File: config.mk
export PLATFORM = sky130hd
export DESIGN_NAME = flash_loader
export DESIGN_NICKNAME = d
export VERILOG_FILES = /design/src/rtl/flash_loader_pkg.sv /design/src/rtl/flash_loader_spi_byte_shifter.sv /design/src/rtl/flash_loader.sv
export SDC_FILE = /design/constraint.sdc
export NUM_CORES = 1
export LEC_CHECK = 0
export ABC_AREA = 1
export ABC_CLOCK_PERIOD_IN_PS = 2700
export BUFFER_PORTS_ARGS = -buffer_cell sky130_fd_sc_hd__buf_2
export CELL_PAD_IN_SITES_DETAIL_PLACEMENT = 1
export CELL_PAD_IN_SITES_GLOBAL_PLACEMENT = 2
export CORE_MARGIN = 8
export CORE_UTILIZATION = 35
export CTS_BUF_LIST = sky130_fd_sc_hd__clkbuf_8
export CTS_CLUSTER_SIZE = 20
export DETAILED_ROUTE_END_ITERATION = 10
export PLACE_DENSITY_LB_ADDON = 0.15
export SLEW_MARGIN = 20
export SYNTH_ARGS = -nofsm -noshare
export SYNTH_HDL_FRONTEND = slang
export SYNTH_SLANG_ARGS = --single-unit
File: constraint.sdc
create_clock -name clk -period 2.7 [get_ports clk]
set_input_delay 0.54 -clock clk [delete_from_list [all_inputs] [get_ports clk]]
set_output_delay 0.54 -clock clk [all_outputs]
set_load 0.01 [all_outputs]
File: src/rtl/flash_loader_pkg.sv
// flash_loader_pkg: shared types and constants for the boot-time flash-to-RAM copy engine.
//   state_t      - copy engine states
//   FlashReadCmd - SPI flash sequential read opcode
//   BurstWords   - 64-bit words per burst RAM write burst
//   cmd_byte()   - byte n of the 4-byte read command (opcode + 24-bit address)
package flash_loader_pkg;

  typedef enum logic [2:0] {
    Idle,
    WaitRam,
    FlashCmd,
    FlashRead,
    RamWrite,
    RamGap,
    Verify
  } state_t;

  localparam logic [7:0]  FlashReadCmd = 8'h03;
  localparam int unsigned BurstWords   = 4;

  function automatic logic [7:0] cmd_byte(input logic [23:0] addr, input logic [1:0] idx);
    logic [7:0] b;
    case (idx)
      2'd0:    b = FlashReadCmd;
      2'd1:    b = addr[23:16];
      2'd2:    b = addr[15:8];
      default: b = addr[7:0];
    endcase
    return b;
  endfunction

endpackage

File: src/rtl/flash_loader_spi_byte_shifter.sv
// spi_byte_shifter: mode-0 SPI byte engine, SCK = clk/2.
//   i_pause     - hold SCK low and freeze the shifter
//   i_load      - load i_tx_byte and restart the bit counter (SCK low)
//   i_miso      - sampled on the clk edge where SCK rises
//   o_sck/o_mosi- SPI clock and data out (MSB first)
//   o_byte_done - high in the cycle whose closing edge completes the 8th bit
//   o_rx_byte   - received byte, complete while o_byte_done is high
module spi_byte_shifter (
  input  logic       clk,
  input  logic       rst_n,
  input  logic       i_pause,
  input  logic       i_load,
  input  logic [7:0] i_tx_byte,
  input  logic       i_miso,
  output logic       o_sck,
  output logic       o_mosi,
  output logic       o_byte_done,
  output logic [7:0] o_rx_byte
);

  logic       r_phase;
  logic [2:0] r_bit_cnt;
  logic [7:0] r_tx;
  logic [7:0] r_rx;

  always_ff @(posedge clk or negedge rst_n) begin
    if (!rst_n) begin
      r_phase   <= 1'b0;
      r_bit_cnt <= '0;
      r_tx      <= '0;
      r_rx      <= '0;
    end else if (i_load) begin
      r_tx      <= i_tx_byte;
      r_bit_cnt <= '0;
      r_phase   <= 1'b0;
    end else if (!i_pause) begin
      r_phase <= ~r_phase;
      if (!r_phase) begin
        r_rx <= {r_rx[6:0], i_miso};
      end else begin
        r_tx      <= {r_tx[6:0], 1'b0};
        r_bit_cnt <= r_bit_cnt + 3'd1;
      end
    end
  end

  assign o_sck       = r_phase;
  assign o_mosi      = r_tx[7];
  assign o_byte_done = !i_pause && r_phase && (r_bit_cnt == 3'd7);
  assign o_rx_byte   = r_rx;

endmodule

File: src/rtl/flash_loader.sv
// flash_loader: copies TransferBytes from SPI flash into burst RAM as 4-word write bursts.
//   start/busy/done/error          - control and sticky status
//   flash_clk/miso/mosi/cs         - SPI mode-0 initiator
//   br_*                           - burst RAM command port (word addressed, 64-bit data)
// Optional macro FLASH_LOADER_VERIFY_EN: read back every burst and flag mismatches on error.
module flash_loader
  import flash_loader_pkg::*;
#(
  parameter int unsigned TransferBytes      = 4096,
  parameter logic [23:0] FlashStartAddress  = 24'h000000,
  parameter int unsigned RamAddressBitWidth = 11,
  parameter int unsigned RamStartAddress    = 0
) (
  input  logic                          clk,
  input  logic                          rst_n,
  input  logic                          start,
  output logic                          busy,
  output logic                          done,
  output logic                          error,
  output logic                          flash_clk,
  input  logic                          flash_miso,
  output logic                          flash_mosi,
  output logic                          flash_cs,
  output logic                          br_cmd,
  output logic                          br_cmd_en,
  output logic [RamAddressBitWidth-1:0] br_addr,
  output logic [63:0]                   br_wr_data,
  output logic [7:0]                    br_data_mask,
  input  logic [63:0]                   br_rd_data,
  input  logic                          br_rd_data_valid,
  input  logic                          br_init_calib,
  input  logic                          br_busy
);

  localparam int unsigned NumBursts = TransferBytes / 32;

  state_t                        r_state, w_next;
  logic [4:0]                    r_byte_idx;
  logic [1:0]                    r_word_idx;
  logic [31:0]                   r_burst_cnt;
  logic [255:0]                  r_buf;
  logic [RamAddressBitWidth-1:0] r_addr;
  logic                          r_busy, r_done, r_cs;
  logic                          w_load, w_pause, w_byte_done, w_burst_end, w_last_burst;
  logic [7:0]                    w_tx_byte, w_rx_byte;
  logic [63:0]                   w_word;
`ifdef FLASH_LOADER_VERIFY_EN
  logic                          r_rd_issued, r_error;
`else
  logic                          w_unused_rd;
  assign w_unused_rd = ^{br_rd_data, br_rd_data_valid};
`endif

  assign w_last_burst = (r_burst_cnt == 32'(NumBursts - 1));
  // flash byte n lands at bits [8n+7:8n] of the flat buffer, i.e. word n/8, little-endian
  assign w_word = r_buf[{r_word_idx, 6'b000000} +: 64];

  spi_byte_shifter u_spi (
    .clk        (clk),
    .rst_n      (rst_n),
    .i_pause    (w_pause),
    .i_load     (w_load),
    .i_tx_byte  (w_tx_byte),
    .i_miso     (flash_miso),
    .o_sck      (flash_clk),
    .o_mosi     (flash_mosi),
    .o_byte_done(w_byte_done),
    .o_rx_byte  (w_rx_byte)
  );

  always_ff @(posedge clk or negedge rst_n) begin
    if (!rst_n) r_state <= Idle;
    else        r_state <= w_next;
  end

  always_comb begin
    w_next      = r_state;
    w_load      = 1'b0;
    w_tx_byte   = '0;
    w_pause     = 1'b1;
    w_burst_end = 1'b0;
    br_cmd      = 1'b0;
    br_cmd_en   = 1'b0;
    br_wr_data  = '0;
    case (r_state)
      Idle:    if (start) w_next = WaitRam;
      WaitRam: begin
        if (br_init_calib && !br_busy) begin
          w_next    = FlashCmd;
          w_load    = 1'b1;
          w_tx_byte = FlashReadCmd;
        end
      end
      FlashCmd: begin
        w_pause = 1'b0;
        if (w_byte_done) begin
          w_load = 1'b1;
          if (r_byte_idx == 5'd3) w_next = FlashRead;
          else w_tx_byte = cmd_byte(FlashStartAddress, r_byte_idx[1:0] + 2'd1);
        end
      end
      FlashRead: begin
        w_pause = 1'b0;
        if (w_byte_done) begin
          w_load = 1'b1;
          if (r_byte_idx == 5'd31) w_next = RamWrite;
        end
      end
      RamWrite: begin
        br_cmd     = 1'b1;
        br_cmd_en  = (r_word_idx == 2'd0);
        br_wr_data = w_word;
        if (r_word_idx == 2'd3) w_next = RamGap;
      end
      RamGap: begin
        if (!br_busy) begin
`ifdef FLASH_LOADER_VERIFY_EN
          w_next = Verify;
`else
          w_burst_end = 1'b1;
          w_next      = w_last_burst ? Idle : FlashRead;
`endif
        end
      end
`ifdef FLASH_LOADER_VERIFY_EN
      Verify: begin
        br_cmd_en = !r_rd_issued;
        if (r_rd_issued && br_rd_data_valid && (r_word_idx == 2'd3)) begin
          w_burst_end = 1'b1;
          w_next      = w_last_burst ? Idle : FlashRead;
        end
      end
`endif
      default: w_next = Idle;
    endcase
  end

  always_ff @(posedge clk or negedge rst_n) begin
    if (!rst_n) begin
      r_busy      <= 1'b0;
      r_done      <= 1'b0;
      r_cs        <= 1'b1;
      r_addr      <= '0;
      r_burst_cnt <= '0;
      r_byte_idx  <= '0;
      r_word_idx  <= '0;
      r_buf       <= '0;
`ifdef FLASH_LOADER_VERIFY_EN
      r_rd_issued <= 1'b0;
      r_error     <= 1'b0;
`endif
    end else begin
      case (r_state)
        Idle: begin
          if (start) begin
            r_done      <= 1'b0;
            r_busy      <= 1'b1;
            r_addr      <= RamAddressBitWidth'(RamStartAddress);
            r_burst_cnt <= '0;
            r_byte_idx  <= '0;
            r_word_idx  <= '0;
`ifdef FLASH_LOADER_VERIFY_EN
            r_error     <= 1'b0;
`endif
          end
        end
        WaitRam:   if (w_next == FlashCmd) r_cs <= 1'b0;
        FlashCmd:  if (w_byte_done) r_byte_idx <= (r_byte_idx == 5'd3) ? 5'd0 : r_byte_idx + 5'd1;
        FlashRead: begin
          if (w_byte_done) begin
            r_buf[{r_byte_idx, 3'b000} +: 8] <= w_rx_byte;
            r_byte_idx                       <= r_byte_idx + 5'd1;
          end
        end
        RamWrite:  r_word_idx <= r_word_idx + 2'd1;
`ifdef FLASH_LOADER_VERIFY_EN
        Verify: begin
          if (!r_rd_issued) begin
            r_rd_issued <= 1'b1;
          end else if (br_rd_data_valid) begin
            if (br_rd_data != w_word) r_error <= 1'b1;
            r_word_idx <= r_word_idx + 2'd1;
            if (r_word_idx == 2'd3) r_rd_issued <= 1'b0;
          end
        end
`endif
        default: ;
      endcase
      if (w_burst_end) begin
        r_addr      <= r_addr + RamAddressBitWidth'(BurstWords);
        r_burst_cnt <= r_burst_cnt + 32'd1;
        if (w_last_burst) begin
          r_cs   <= 1'b1;
          r_busy <= 1'b0;
          r_done <= 1'b1;
        end
      end
    end
  end

  assign busy         = r_busy;
  assign done         = r_done;
  assign flash_cs     = r_cs;
  assign br_addr      = r_addr;
  assign br_data_mask = '0;
`ifdef FLASH_LOADER_VERIFY_EN
  assign error = r_error;
`else
  assign error = 1'b0;
`endif

endmodule

Yosys cells after proc, flatten, opt, wreduce, memory -nomap -nowiden
Cells that the tools add are included.
- bits in registers: 332
- bits of input ports: 71
- output and inout bits: 91
- logic and storage cells: 116
- add/sub/neg operators: 7
- equality and inequality tests: 14
- shifts and indexed selects: 3
- muxes and demuxes: 57
- bitwise logic cells: 2
- reduce and logical (&&, ||, !) cells: 20
- operators by type and width (operator ; number):
    $bwmux 256 ; 1
    $shift 8x10->256 const A ; 1
    $shiftx 256x9->64 ; 1
    $shiftx 8x10->256 ; 1
    $mux 32 ; 3
    $mux 64 ; 1
    $mux 11 ; 3
    $mux 3 ; 11
    $add 32x1->32 const B ; 1
    $eq 32x7->1 const B ; 1
    $mux 8 ; 3
    $mux 1 ; 20
    $mux 5 ; 4
    $pmux 3 s6 ; 1
    $pmux 5 s3 ; 1
    $mux 2 ; 6
    $add 11x3->11 const B ; 1
    $neg 8->10 ; 1
    $reduce_bool 2->1 ; 5
    $eq 3x2->1 const B ; 3
    $eq 3x3->1 const B ; 3
    $pmux 2 s2 ; 2
    $reduce_and 2->1 ; 4
    $add 5x1->5 const B ; 1
    18 further kinds ; 24

Depth between registers and ports, before layout
- word-level depth: 11
- gate-level depth with buffers: 13

Hierarchy
Synthesis repeated with hierarchy kept, for this count alone.
- cell total of the unflattened synthesis: 2416
- area, all modules: 17321.6 µm²
- by module, submodules not included (module ; times used ; cells each ; area an instance (µm²) ; seq. area each (µm²)):
    flash_loader ; 1 ; 2300 ; 16379.5 ; 7758.7
    spi_byte_shifter ; 1 ; 116 ; 942.2 ; 500.5

Worst setup path after synthesis
OpenSTA, ideal clock, no wires.
- kind: reg-to-output
- from: register r_state[0]
- to: output port br_wr_data[24]
- data arrival time: 1.596 ns
- path slack: 0.564 ns
- cell stages (with the launch flop): 7
- buffers on the path: 3
- cells stage by stage: dfrtp_1 > buf_2 > nor3_2 > inv_1 > clkbuf_1 > buf_1 > a21oi_1
- word-level cells in the longest chain between the ends: 2
- RTL lines (what ; line ; source):
    start, declared ; flash_loader.sv:37 ; state_t r_state, w_next;
    start signal, assigned ; flash_loader.sv:72 ; if (!rst_n) r_state <= Idle;
    start signal, assigned ; flash_loader.sv:73 ; else r_state <= w_next;
    $eq 3x3->1 ; flash_loader.sv:85 ; case (r_state)
    $mux 64 ; flash_loader.sv:85 ;
    end, declared ; flash_loader.sv:27 ; output logic [63:0] br_wr_data,
Every way passes these cells.

Worst setup path in the final report
- from: register r_word_idx[0]
- to: output port br_wr_data[37]
- word-level cells in the longest chain between the ends: 2
- RTL lines (what ; line ; source):
    start, declared ; flash_loader.sv:39 ; logic [1:0] r_word_idx;
    start signal, assigned ; flash_loader.sv:175 ; RamWrite: r_word_idx <= r_word_idx + 2'd1;
    $shiftx 256x9->64 ; flash_loader.sv:56 ; assign w_word = r_buf[{r_word_idx, 6'b000000} +: 64];
    $mux 64 ; flash_loader.sv:85 ;
Every way passes these cells.

==> flow_summary.toml <==
[critical_path]
critPathRequiredTime_ps = 2160
critPathBufInv = 4
worstPathCellList = "buf_12, buf_12, buf_16, nor2_1, nor2_1, o21ai_1, a21oi_1, buf_2"
rr_startpoint = "r_byte_idx[1]"
max_stage_delay_ps = 510
arrival_ps = 2170
crit_type = "reg2out"
cp-end-kind = "output pin"
reg2reg_to = "r_buf[224]"
crit_family = "buffers and inverters"
start_kind = "register"
reg2reg_slack_ps = 170
path_depth = 8
critPathMaxFanout = 8
crit_start = "r_word_idx[0]"
slowest_stage = "dfrtp_4"
worst-r2r-cell-count = 10

[global_routing]
grt_usage_pct = 23.33
grt_use_met3_pct = 3.681
met1_usage_pct = 31.55
busiest_layer = "met2"
met2_usage_pct = 37.94
grt_overflow = 0
antenna_found_initial = 0
first_global_vias = 18080
grt_pass1_wl_um = 105200
grt_max_degree = 67

[placed_design]
io_buffer_count = 85
gp_congestion = 0.8225
dpl_cell_area_um2 = 18990
hpwl_um = 44550
dpl_worst_slack_ps = 127.3
dpl.cell_count = 3183

[layout]
mostFrequentLayoutCell = "nand2_1"
instances_no_fill = 3328
final_cell_area_um2 = 21260
layout.nets = 2695
fillers = 6225
syn_to_final_growth_pct = 21.41
fin_util_pct = 42.73
multi_input_area_um2 = 8527
final_cell_mix = "nand2_1, nor2_1, dfrtp_1"
ff_latch_area_um2 = 8267
final_layout_size_suffix_gt1_share_pct = 15.10
n_antenna_cell = 0

[clock_network]
clk_pin_slew_ps = 60
cts_buffer_depth = 3
cts_root_buffer = "clkbuf_8"
cts_sinks = 330
clk-insertion-delay-late_ps = 650
cts_made_buffers = 66
cts_tree = "yes"
cts-htree-levels = 3

[floorplan]
die_h_um = 239.7
initial_core_util_pct = 35.19
die_x_um = 239.7
core_um2 = 49760
die_area_um2 = 57450
rows = 82
io_pins = 162

[synth]
synth_cell_types = 33
syn_inst = 2471
ys_seq_area_share_pct = 47.16
syn_area_um2 = 17510
synth_warnings = 0
ys_seq_elements = 330
avgSynthCellArea_um2 = 7.087

[worst_hold_path]
holdPathEnd = "u_spi.o_rx_byte[0]"
hp-class = "in2reg"
min_from = "flash_miso"
hold_depth = 3

[sta]
finalClockSkew_ps = 36.13
worst_slack_ps = -7.653
fin_crit_sh_pct = 100.3
setup-violations-final = 2
whs_ps = 188.6
fin_crit_ps = 2708
rsz0062_at_grt = "yes"
tightest_slew_ps = 720.0
clock.fmax_ghz = 0.3693
relSlewSlack_pct = 51.88
drv_slew = 0
hold_viol_final = 0

[run_status]
status = "complete, but fails checks"
violations = "negative setup slack"

[drt]
drt_iter0_markers = 1239
drc_errors = 0
drt_first_pass_iters = 5
ant_nets = 0
routed_wl_um = 69540
avgViaCountPerCell = 5.227
drt-wirelength-per-cell_um = 20.89
dr_total_vias = 17400

[power_and_ir_drop]
power.density_nw_per_um2 = 722.1
p_leak_nw = 10.71
peakVddDrop_mv = 0.2984

[flow_run]
max_cap_viol_count = 0
[power by group]
group          switching, W  internal, W  total (W)  leakage, nW
clock               0.00233      0.00294    0.00527        0.750
combinational       0.00354      0.00106    0.00460         5.39
sequential         0.000349      0.00514    0.00549         4.57
total               0.00621      0.00914     0.0154         10.7
[tightest hold or removal path: stages]
cell	delay [ps]
buf_2	100
nor2_1	50
a21oi_1	100
[kinds of logic (layout without fill, tap and decap cells)]
group,count (synthesis),after routing,share of synthesized area [%]
and+or+nand+nor,1605,1605,38.08
AOI/OAI and AO/OA,276,276,8.052
other,1,11,0.02141
buffers and inverters,244,419,5.701
DFF,330,330,47.16
adders and majority gates,11,11,0.7859
xor gates and xnor gates,4,4,0.2000
[cells in the mapped netlist]
| master | n | area share [%] |
|---|---|---|
| nor2_1 | 410 | 8.8 |
| o22ai_1 | 1 | 0.036 |
| xor2_1 | 4 | 0.20 |
| nand2_2 | 11 | 0.39 |
| nor3_2 | 1 | 0.057 |
| a22o_1 | 3 | 0.15 |
| nor2_2 | 16 | 0.57 |
| o221ai_1 | 1 | 0.050 |
| ha_1 | 11 | 0.79 |
| buf_1 | 19 | 0.41 |
| and2_1 | 1 | 0.036 |
| nand3_2 | 3 | 0.17 |
| inv_1 | 106 | 2.3 |
| a21oi_1 | 91 | 2.6 |
| inv_2 | 6 | 0.13 |
| nand4_1 | 103 | 3.7 |
| o31ai_1 | 3 | 0.13 |
| dfstp_2 | 1 | 0.15 |
| clkinv_1 | 3 | 0.064 |
| nor2_4 | 14 | 0.90 |
| o21ai_0 | 174 | 5.0 |
| a22oi_1 | 1 | 0.043 |
| clkbuf_1 | 76 | 1.6 |
| nand2_1 | 908 | 19 |
| a31oi_1 | 2 | 0.071 |
| conb_1 | 1 | 0.021 |
| buf_2 | 18 | 0.51 |
| dfrtp_1 | 329 | 47 |
| nor3_1 | 36 | 1.0 |
| nand2_4 | 1 | 0.064 |
| nand3_1 | 100 | 2.9 |
| nand4_2 | 1 | 0.071 |
| buf_4 | 16 | 0.69 |
[sequential cells by signal, summed over array words and instances, names as in the netlist]
register,count
r_byte_idx,5
busy,1
u_spi.o_rx_byte,8
u_spi.o_sck,1
r_buf,256
flash_cs,1
u_spi.r_tx,8
u_spi.r_bit_cnt,3
r_word_idx,2
r_state,3
r_burst_cnt,32
br_addr,9
done,1
[cell type report]
type / instances / area share, %
tap: 672 / 3.954
inverter: 115 / 2.113
sequential: 330 / 38.88
timing repair inverter: 1 / 0.07650
multi-input combinational: 1907 / 40.10
clock buffer: 90 / 5.826
timing repair buffer: 192 / 8.621
clock inverter: 21 / 0.4296
[stage by stage]
step | setup TNS (ps) | power [W]
3_3_place_gp | 0 | 0.009866
5_1_grt | -1992 | 0.01607
2_1_floorplan | 0 | 0.008040
3_5_place_dp | 0 | 0.009958
6_report | -14.24 | 0.01535
4_1_cts | -1490 | 0.01535
[worst max path at each step]
stage	end	slack, ps
floorplan	br_wr_data[24]	560
global placement	r_buf[169]	220
detailed placement	r_buf[226]	130
CTS	br_wr_data[43]	-80
global route	br_wr_data[41]	-100
finish	br_wr_data[37]	-8
[metal layers]
| metal | part of all wire (%) | routed length (µm) |
|---|---|---|
| met5 | 0 | 0 |
| met2 | 47 | 32440 |
| met1 | 46 | 32180 |
| met4 | 2.1 | 1485 |
| met3 | 4.9 | 3428 |
[timing repair]
action                                 CTS  global route
pin swaps                                8            38
hold buffers                             1             0
endpoints found under the hold margin   44             0
gates resized for setup                 48           104
setup endpoints to repair               61            80
gates cloned                             4            14
setup buffers                            4            11
(Power assumes the default switching activity.)
